==> src/rtl/adc_scan_sequencer.sv <==
// Command-driven ADC sequencer: SINGLE/SCAN/CONT over a conv req/ack handshake into a per-channel result bank.
// One ISSUE/WAIT/STORE/NEXT visit per channel; front-end stalls bounded by TIMEOUT; `ADC_SEQ_OVERSAMPLE_EN adds averaging.
module adc_scan_sequencer #(
    parameter int N_CH    = 8,
    parameter int CH_W    = 3,
    parameter int DATA_W  = 12,
    parameter int CMD_W   = 4,
    parameter int TIMEOUT = 1023
`ifdef ADC_SEQ_OVERSAMPLE_EN
    ,
    parameter int OS_LOG2 = 2
`endif
) (
    input  logic              clk_clk,
    input  logic              reset_reset,
    input  logic [CMD_W-1:0]  cmd_i,
    input  logic              cmd_valid_i,
    input  logic [CH_W-1:0]   ch_sel_i,
    input  logic [N_CH-1:0]   ch_mask_i,
    output logic              conv_req_o,
    output logic [CH_W-1:0]   conv_ch_o,
    input  logic              conv_ack_i,
    input  logic [DATA_W-1:0] conv_data_i,
    input  logic [CH_W-1:0]   rd_ch_i,
    output logic [DATA_W-1:0] rd_data_o,
    output logic [N_CH-1:0]   valid_o,
    output logic              busy_o,
    output logic              done_o,
    output logic              err_o
);

    localparam int TO_W = $clog2(TIMEOUT + 1);
    localparam logic [TO_W-1:0] CNT_MAX = TO_W'(TIMEOUT);

    localparam logic [CMD_W-1:0] CMD_SINGLE = CMD_W'(1);
    localparam logic [CMD_W-1:0] CMD_SCAN   = CMD_W'(2);
    localparam logic [CMD_W-1:0] CMD_CONT   = CMD_W'(3);
    localparam logic [CMD_W-1:0] CMD_STOP   = CMD_W'(4);
    localparam logic [CMD_W-1:0] CMD_CLEAR  = CMD_W'(5);

`ifdef ADC_SEQ_OVERSAMPLE_EN
    localparam int ACC_W = DATA_W + OS_LOG2;
    localparam int OS_W  = (OS_LOG2 > 0) ? OS_LOG2 : 1;
    localparam logic [OS_W-1:0] OS_LAST = OS_W'((1 << OS_LOG2) - 1);
`else
    localparam int ACC_W = DATA_W;
`endif

    typedef enum logic [2:0] {S_IDLE, S_ISSUE, S_WAIT, S_STORE, S_NEXT} state_t;
    typedef enum logic [1:0] {M_SINGLE, M_SCAN, M_CONT} mode_t;

    state_t              state_q, state_d;
    mode_t               mode_q, mode_d;
    logic [N_CH-1:0]     mask_q, mask_d;
    logic [CH_W-1:0]     ptr_q, ptr_d;
    logic [TO_W-1:0]     cnt_q, cnt_d;
    logic [ACC_W-1:0]    acc_q, acc_d;
    logic                stop_q, stop_d;
    logic [N_CH-1:0]     valid_q, valid_d;
    logic                err_q, err_d;
    logic                req_q, req_d;
    logic                done_q, done_d;
    logic                busy_q, busy_d;
    logic [DATA_W-1:0]   bank_q [N_CH];
    logic [DATA_W-1:0]   bank_d [N_CH];
`ifdef ADC_SEQ_OVERSAMPLE_EN
    logic [OS_W-1:0]     os_q, os_d;
`endif
    logic                nxt_found;
    logic [CH_W-1:0]     nxt_ptr;

    function automatic logic [CH_W-1:0] lowest_set(input logic [N_CH-1:0] m);
        lowest_set = '0;
        for (int i = N_CH - 1; i >= 0; i--) begin
            if (m[i]) lowest_set = CH_W'(i);
        end
    endfunction

    always_comb begin
        state_d = state_q;
        mode_d  = mode_q;
        mask_d  = mask_q;
        ptr_d   = ptr_q;
        cnt_d   = cnt_q;
        acc_d   = acc_q;
        stop_d  = stop_q;
        valid_d = valid_q;
        err_d   = err_q;
        bank_d  = bank_q;
        busy_d  = busy_q;
        req_d   = 1'b0;
        done_d  = 1'b0;
`ifdef ADC_SEQ_OVERSAMPLE_EN
        os_d    = os_q;
`endif

        // Lowest enabled channel strictly above the current pointer.
        nxt_found = 1'b0;
        nxt_ptr   = '0;
        for (int i = N_CH - 1; i >= 0; i--) begin
            if (mask_q[i] && (CH_W'(i) > ptr_q)) begin
                nxt_found = 1'b1;
                nxt_ptr   = CH_W'(i);
            end
        end

        if (cmd_valid_i && (cmd_i == CMD_CLEAR)) begin
            valid_d = '0;
            err_d   = 1'b0;
        end
        if (cmd_valid_i && (cmd_i == CMD_STOP) && (state_q != S_IDLE)) stop_d = 1'b1;

        unique case (state_q)
            S_IDLE: begin
                stop_d = 1'b0;
`ifdef ADC_SEQ_OVERSAMPLE_EN
                os_d   = '0;
`endif
                if (cmd_valid_i && (cmd_i == CMD_SINGLE)) begin
                    if (int'(ch_sel_i) < N_CH) begin
                        mode_d  = M_SINGLE;
                        ptr_d   = ch_sel_i;
                        state_d = S_ISSUE;
                        req_d   = 1'b1;
                        busy_d  = 1'b1;
                    end else begin
                        err_d = 1'b1;
                    end
                end else if (cmd_valid_i && ((cmd_i == CMD_SCAN) || (cmd_i == CMD_CONT))) begin
                    if (|ch_mask_i) begin
                        mode_d  = (cmd_i == CMD_SCAN) ? M_SCAN : M_CONT;
                        mask_d  = ch_mask_i;
                        ptr_d   = lowest_set(ch_mask_i);
                        state_d = S_ISSUE;
                        req_d   = 1'b1;
                        busy_d  = 1'b1;
                    end else begin
                        done_d = 1'b1;
                    end
                end
            end
            S_ISSUE: begin
                cnt_d   = '0;
                state_d = S_WAIT;
            end
            S_WAIT: begin
                // An ack on the timeout cycle still counts as a good conversion.
                if (conv_ack_i) begin
`ifdef ADC_SEQ_OVERSAMPLE_EN
                    acc_d = ((os_q == '0) ? '0 : acc_q) + ACC_W'(conv_data_i);
                    if (os_q == OS_LAST) begin
                        state_d = S_STORE;
                    end else begin
                        os_d    = os_q + OS_W'(1);
                        state_d = S_ISSUE;
                        req_d   = 1'b1;
                    end
`else
                    acc_d   = conv_data_i;
                    state_d = S_STORE;
`endif
                end else if (cnt_q == CNT_MAX) begin
                    err_d   = 1'b1;
                    state_d = S_NEXT;
                end else begin
                    cnt_d = cnt_q + TO_W'(1);
                end
            end
            S_STORE: begin
`ifdef ADC_SEQ_OVERSAMPLE_EN
                bank_d[ptr_q] = DATA_W'(acc_q >> OS_LOG2);
`else
                bank_d[ptr_q] = acc_q;
`endif
                valid_d[ptr_q] = 1'b1;
                state_d        = S_NEXT;
            end
            S_NEXT: begin
`ifdef ADC_SEQ_OVERSAMPLE_EN
                os_d = '0;
`endif
                if (stop_d) begin
                    stop_d  = 1'b0;
                    state_d = S_IDLE;
                    busy_d  = 1'b0;
                end else if (mode_q == M_SINGLE) begin
                    done_d  = 1'b1;
                    state_d = S_IDLE;
                    busy_d  = 1'b0;
                end else if (nxt_found) begin
                    ptr_d   = nxt_ptr;
                    state_d = S_ISSUE;
                    req_d   = 1'b1;
                end else begin
                    done_d = 1'b1;
                    if (mode_q == M_CONT) begin
                        ptr_d   = lowest_set(mask_q);
                        state_d = S_ISSUE;
                        req_d   = 1'b1;
                    end else begin
                        state_d = S_IDLE;
                        busy_d  = 1'b0;
                    end
                end
            end
            default: begin
                state_d = S_IDLE;
                busy_d  = 1'b0;
            end
        endcase
    end

    always_ff @(posedge clk_clk or posedge reset_reset) begin
        if (reset_reset) begin
            state_q <= S_IDLE;
            mode_q  <= M_SINGLE;
            mask_q  <= '0;
            ptr_q   <= '0;
            cnt_q   <= '0;
            acc_q   <= '0;
            stop_q  <= 1'b0;
            valid_q <= '0;
            err_q   <= 1'b0;
            req_q   <= 1'b0;
            done_q  <= 1'b0;
            busy_q  <= 1'b0;
            for (int i = 0; i < N_CH; i++) bank_q[i] <= '0;
`ifdef ADC_SEQ_OVERSAMPLE_EN
            os_q    <= '0;
`endif
        end else begin
            state_q <= state_d;
            mode_q  <= mode_d;
            mask_q  <= mask_d;
            ptr_q   <= ptr_d;
            cnt_q   <= cnt_d;
            acc_q   <= acc_d;
            stop_q  <= stop_d;
            valid_q <= valid_d;
            err_q   <= err_d;
            req_q   <= req_d;
            done_q  <= done_d;
            busy_q  <= busy_d;
            bank_q  <= bank_d;
`ifdef ADC_SEQ_OVERSAMPLE_EN
            os_q    <= os_d;
`endif
        end
    end

    assign conv_req_o = req_q;
    assign conv_ch_o  = ptr_q;
    assign valid_o    = valid_q;
    assign busy_o     = busy_q;
    assign done_o     = done_q;
    assign err_o      = err_q;
    assign rd_data_o  = (int'(rd_ch_i) < N_CH) ? bank_q[rd_ch_i] : '0;

endmodule

==> config.mk <==
export PLATFORM = sky130hd
export DESIGN_NAME = adc_scan_sequencer
export DESIGN_NICKNAME = d
export VERILOG_FILES = /design/src/rtl/adc_scan_sequencer.sv
export SDC_FILE = /design/constraint.sdc
export NUM_CORES = 1
export LEC_CHECK = 0
export ABC_AREA = 1
export CORE_MARGIN = 2
export CORE_UTILIZATION = 47
export CTS_CLUSTER_DIAMETER = 40
export DETAILED_ROUTE_END_ITERATION = 10
export GPL_ROUTABILITY_DRIVEN = 0
export GPL_TIMING_DRIVEN = 0
export MAX_ROUTING_LAYER = met4
export PLACE_DENSITY = 0.71
export SLEW_MARGIN = 20
export SYNTH_ARGS = -nofsm -noshare
export SYNTH_HDL_FRONTEND = slang
export SYNTH_SLANG_ARGS = --single-unit
==> constraint.sdc <==
create_clock -name clk_clk -period 11.95 [get_ports clk_clk]
set_clock_uncertainty 0.1 [all_clocks]
set_input_delay 1.7925 -clock clk_clk [delete_from_list [all_inputs] [get_ports clk_clk]]
set_output_delay 1.7925 -clock clk_clk [all_outputs]
set_load 0.05 [all_outputs]
# Yosys cells after proc, flatten, opt, wreduce, memory -nomap -nowiden

Cells that the tools add are included.

$add $sub $neg: 1
Multipliers: 0
Div/mod/pow operators: 0
Order comparisons: 13
Equal/unequal tests: 21
Shift operators: 0
Muxes and demuxes: 96
Bitwise logic cells: 5
Reductions and logical operators: 33

Operator list:

| operator                                                  | count |
|---|---|
| two-way mux 3 bit                                         | 36 |
| bitwise mux 96 bit                                        | 1 |
| two-way mux 1 bit                                         | 39 |
| binary-select mux 12 bit (select 3 bit)                   | 1 |
| demux 12 bit (select 3 bit)                               | 1 |
| two-way mux 12 bit                                        | 3 |
| two-way mux 10 bit                                        | 2 |
| one-hot mux 10 bit (2 select lines)                       | 1 |
| two-way mux 8 bit                                         | 2 |
| logical AND 1 bit                                         | 15 |
| one-hot mux 3 bit (5 select lines)                        | 1 |
| > comparator 3 bit (first input constant)                 | 4 |
| != test 3 bit (second input constant)                     | 4 |
| adder 10 x 1 -> 10 bit (second input constant)            | 1 |
| equality test 10 bit (second input constant)              | 1 |
| AND reduction 3 bit                                       | 3 |
| equality test 4 x 2 -> 1 bit (second input constant)      | 2 |
| equality test 4 x 3 -> 1 bit (second input constant)      | 2 |
| greater-or-equal comparator 4 bit (second input constant) | 2 |
| two-way mux 2 bit                                         | 4 |
| != test 2 bit (second input constant)                     | 4 |
| != test 4 bit (second input constant)                     | 2 |
| NOT 3 -> 4 bit                                            | 2 |
| OR 8 bit                                                  | 1 |
| 27 further kinds                                          | 35 |

Flip-flop bits (word level): 147
Bits in latches: 0
Bits in writable memories: 0
ROM bits: 0
Input port bits: 34
Output and inout port bits: 27
Word-level logic and storage cells: 189
Memories kept: 0

# Longest topological paths before layout

Word-level depth: 14
Depth in mapped cells: 13
Depth with buffers taken out: 12

# Worst setup path after synthesis

No wires, ideal clock.

Path type: in2out
Start: input port rd_ch_i[0]
End: output port rd_data_o[10]
Data arrival time: 3.343 ns
Data required time: 10.057 ns
Slack: 6.714 ns
Cell stages on the path: 7
Buffers on the path: 2
Cells stage by stage: inv_1 > buf_2 > clkbuf_1 > o21ai_0 > o22ai_1 > nor2_1 > a31oi_1

Longest elaborated chain between the ends: 4

Ends and longest elaborated chain:

| item                                                   | RTL line | source |
|---|---|---|
| from (decl)                                            | 24       | `input logic [CH_W-1:0] rd_ch_i,` |
| NOT 3 -> 4 bit (not written as such)                   | 257      | `assign rd_data_o = (int'(rd_ch_i) < N_CH) ? bank_q[rd_ch_i] : '0;` |
| binary-select mux 12 bit (select 3 bit)                | 257      |  |
| two-way mux 12 bit (not written as such) (2 in series) | 257      |  |
| to (decl)                                              | 25       | `output logic [DATA_W-1:0] rd_data_o,` |

Every way passes these cells. The select of a mux whose other input is x is not followed.

# Worst setup path in the final report

Start: input port rd_ch_i[1]
End: output port rd_data_o[9]

The elaborated chain is that of the path after synthesis.

==> flow_metrics.tcl <==
set metrics [dict create \
    coreArea_um2 14400 \
    path_buf_inv 4 \
    synth-warning-count 0 \
    path_cells "clkdlybuf4s50_1 > inv_1 > clkbuf_1 > o21ai_0 > o22ai_1 > nor2_1 > a31oi_1 > clkdlybuf4s50_1" \
    worstPathArrival_ns 4.71 \
    setup_viol 0 \
    powerDensity_nw_per_um2 240 \
    globalRouteOverflowTotal 0 \
    dieArea_um2 15500 \
    cts_buffers 17 \
    drive_gt1_frac 0.0691 \
    p_int_w 0.00125 \
    syn_nets 882 \
    io_pins 61 \
    worst_slew_pin_slew_ns 0.741 \
    cts.path.max_buffers 2 \
    p_switching_w 0.000740 \
    dp_hpwl_mm 12.1 \
    cts_resized 0 \
    synth.distinct_cells 32 \
    fin_setup_tns_ns 0 \
    syn_area_per_cell_um2 8.05 \
    grt_pass1_wl_mm 29.2 \
    cp-start-kind "input pin" \
    min_period_over_period 0.552 \
    wl_per_cell_um 15.7 \
    leakagePower_nw 3.84 \
    rsz0062_at_grt "no" \
    pre_cts_ws_ns 5.39 \
    required_ns 10.06 \
    viasPerCell 5.32 \
    crit_path_frequent_cell "clkdlybuf4s50_1" \
    crit_slowest_cell "clkdlybuf4s50_1" \
    relSlewSlack 0.504 \
    vias 5980 \
    track_usage 0.242 \
    start_util 0.474 \
    fillers 1298 \
    drt_iter0_drc 574 \
    syn_to_final_growth_pct 21.8 \
    insertion_delay_ns 0.43 \
    yosysTopAreaCellShare 0.540 \
    yosysSeqAreaShare 0.540 \
    antenna_found_initial 0 \
    stdcell_count 1124 \
    numClockSinks 147 \
    p_sw_frac 0.372 \
    synthCells 847 \
    dr.pass1.iters 5 \
    hold_violations 0 \
    maxSlewViolCount 0 \
    crit_path_end_kind "output port" \
    clkPwrFrac 0.284 \
    ys_ff_latch 147 \
    drc_errors 0 \
    routed_wl_mm 17.6 \
    synthesis.area_um2 6820 \
    yosys-top-cells-area "dfrtp_1 54%, nand2_1 11%, o21ai_0 10%, nor2_1 6.3%, o21ai_1 3.2%" \
    cts_setup_buffers 0 \
    period_needed_ns 6.60 \
    cp_max_fo 10 \
    layout_setup_ws_ns 5.35 \
    layout.nets 962 \
    synth_area_leader_cell "dfrtp_1" \
    min_path_type "flip-flop to flip-flop" \
    clk_pin_slew_ns 0.06 \
    dp.cells 1092 \
    antennaDiodeCount 0 \
    cap_violations 0 \
    cp_top_family "buffers and inverters" \
    maxClockFrequency_mhz 152 \
    combPwrFrac 0.324 \
    final_antenna_net_count 0 \
    die_x_um 124 \
    critPathMaxStageDelay_ns 0.86 \
    cts_htree_levels 4 \
    p_seq_frac 0.392 \
    grt_pass1_vias 5735 \
    grt_max_degree 92 \
    root_buffer "clkbuf_16" \
    holdBufCountCts 0 \
    critPathKind "input pin to output port" \
    io_buffers 60 \
    rows 44 \
    cts_tree "done" \
    fp.dieH_um 124 \
    status "complete, no violations" \
    ir_worst_vdd_mv 0.112 \
]
[stage by stage]
stage / instance area, um2 / utilization / power [W] / hold slack (ns)
detailed placement: 7680 / 0.535 / 0.00143 / 0.362
global placement: 7650 / 0.532 / 0.00141 / 0.355
floorplan: 6820 / - / 0.00122 / 0.348
global route: 8300 / 0.578 / 0.00212 / 0.397
CTS: 8300 / 0.578 / 0.00199 / 0.377
finish: 8300 / 0.578 / 0.00199 / 0.372
[worst register-to-register path: stages (launching register included)]
cell	delay, ns
dfrtp_1	0.39
buf_2	0.19
nor2_1	0.19
inv_1	0.06
nor2_1	0.16
nand2_1	0.20
clkbuf_1	0.29
nand2_1	0.12
o21ai_0	0.10
[path summary, 6_finish.rpt]
check                        startpoint           end  slack [ns]  depth (start not counted)
min                          valid_o[2]    valid_o[2]        0.37                          2
min in group asynchronous   reset_reset     mask_q[4]        1.68                          2
max                          rd_ch_i[1]  rd_data_o[9]        5.35                          8
max in group asynchronous   reset_reset      acc_q[2]        9.29                          3
max reg2reg                conv_ch_o[1]    bank_q[88]       10.02                          8
min reg2reg                  valid_o[2]    valid_o[2]        0.37                          2
[Yosys cell counts (all sizes together)]
cell and instances:
o211ai 1, or2 1, nand4 8, nor4 1
nand3 27, a21oi 8, ha 1, xnor2 1
nor2 121, nand2 214, clkbuf 30, xor2 4
inv 59, o21ai 182, a31oi 12, nand3b 1
buf 9, nor3 7, o22ai 12, o41ai 1
dfrtp 147
[sequential cells by signal, summed over array words and instances (netlist names), 2 cells and up]
| name | cells |
|---|---|
| mode_q | 2 |
| acc_q | 12 |
| cnt_q | 10 |
| bank_q | 96 |
| mask_q | 8 |
| valid_o | 8 |
| state_q | 3 |
| conv_ch_o | 3 |
[area by class of cell]
class | count | area, um2 | area share
sequential | 147 | 3680 | 0.443
multi-input combinational | 602 | 2750 | 0.332
timing repair buffer | 61 | 628 | 0.0756
clock buffer | 24 | 472 | 0.0568
tap | 184 | 230 | 0.0277
inverter | 59 | 229 | 0.0276
buffer | 39 | 164 | 0.0197
clock inverter | 8 | 149 | 0.0179
[power groups by stage]
stage	logic [W]	clock network (W)	registers [W]
6_report	0.000646	0.000565	0.000781
4_1_cts	0.000647	0.000568	0.000778
3_3_place_gp	0.000627	0	0.000780
5_1_grt	0.000729	0.000589	0.000801
3_5_place_dp	0.000644	0	0.000782
2_1_floorplan	0.000395	0	0.000829
[per-layer routing]
| layer | up-vias | share of wire | GRT usage |
|---|---|---|---|
| met5 | - | 0 | - |
| met4 | 0 | 0.016 | 0.0767 |
| met3 | 25 | 0.060 | 0.0546 |
| met2 | 169 | 0.46 | 0.358 |
| met1 | 2837 | 0.47 | 0.336 |
| li1 | 2949 | - | - |
[cells in the final DEF (no fill, tap or decap), types with 2 or more instances in the layout]
cell type | netlist | routed
nand4_1 | 8 | 8
a21oi_1 | 7 | 7
buf_2 | 5 | 5
inv_2 | 8 | 8
nor3_1 | 7 | 7
bufinv_16 | 0 | 4
nand2_4 | 2 | 2
nand2_1 | 206 | 206
inv_1 | 51 | 50
clkbuf_1 | 30 | 35
nor2_2 | 6 | 6
a31oi_1 | 12 | 12
clkinvlp_4 | 0 | 2
o21ai_1 | 43 | 43
nand2_2 | 6 | 6
o21ai_0 | 136 | 136
nor2_1 | 114 | 114
buf_1 | 2 | 2
dfrtp_1 | 147 | 147
o21ai_2 | 3 | 3
clkdlybuf4s50_1 | 0 | 60
xor2_1 | 4 | 4
clkbuf_16 | 0 | 17
clkbuf_8 | 0 | 2
nand3_1 | 27 | 27
o22ai_1 | 12 | 12
[kinds of logic (layout without fill, tap and decap cells)]
kind of cell | after synthesis | count (layout) | synth area share
AND/OR/NAND/NOR | 380 | 380 | 0.230
buffers and inverters | 98 | 191 | 0.0565
AO/OA/AOI/OAI | 216 | 216 | 0.166
adder cells (fa/ha/maj) | 1 | 1 | 0.00183
flip-flops | 147 | 147 | 0.540
XOR/XNOR | 5 | 5 | 0.00642
No activity file was read; power rests on OpenSTA's default activity.
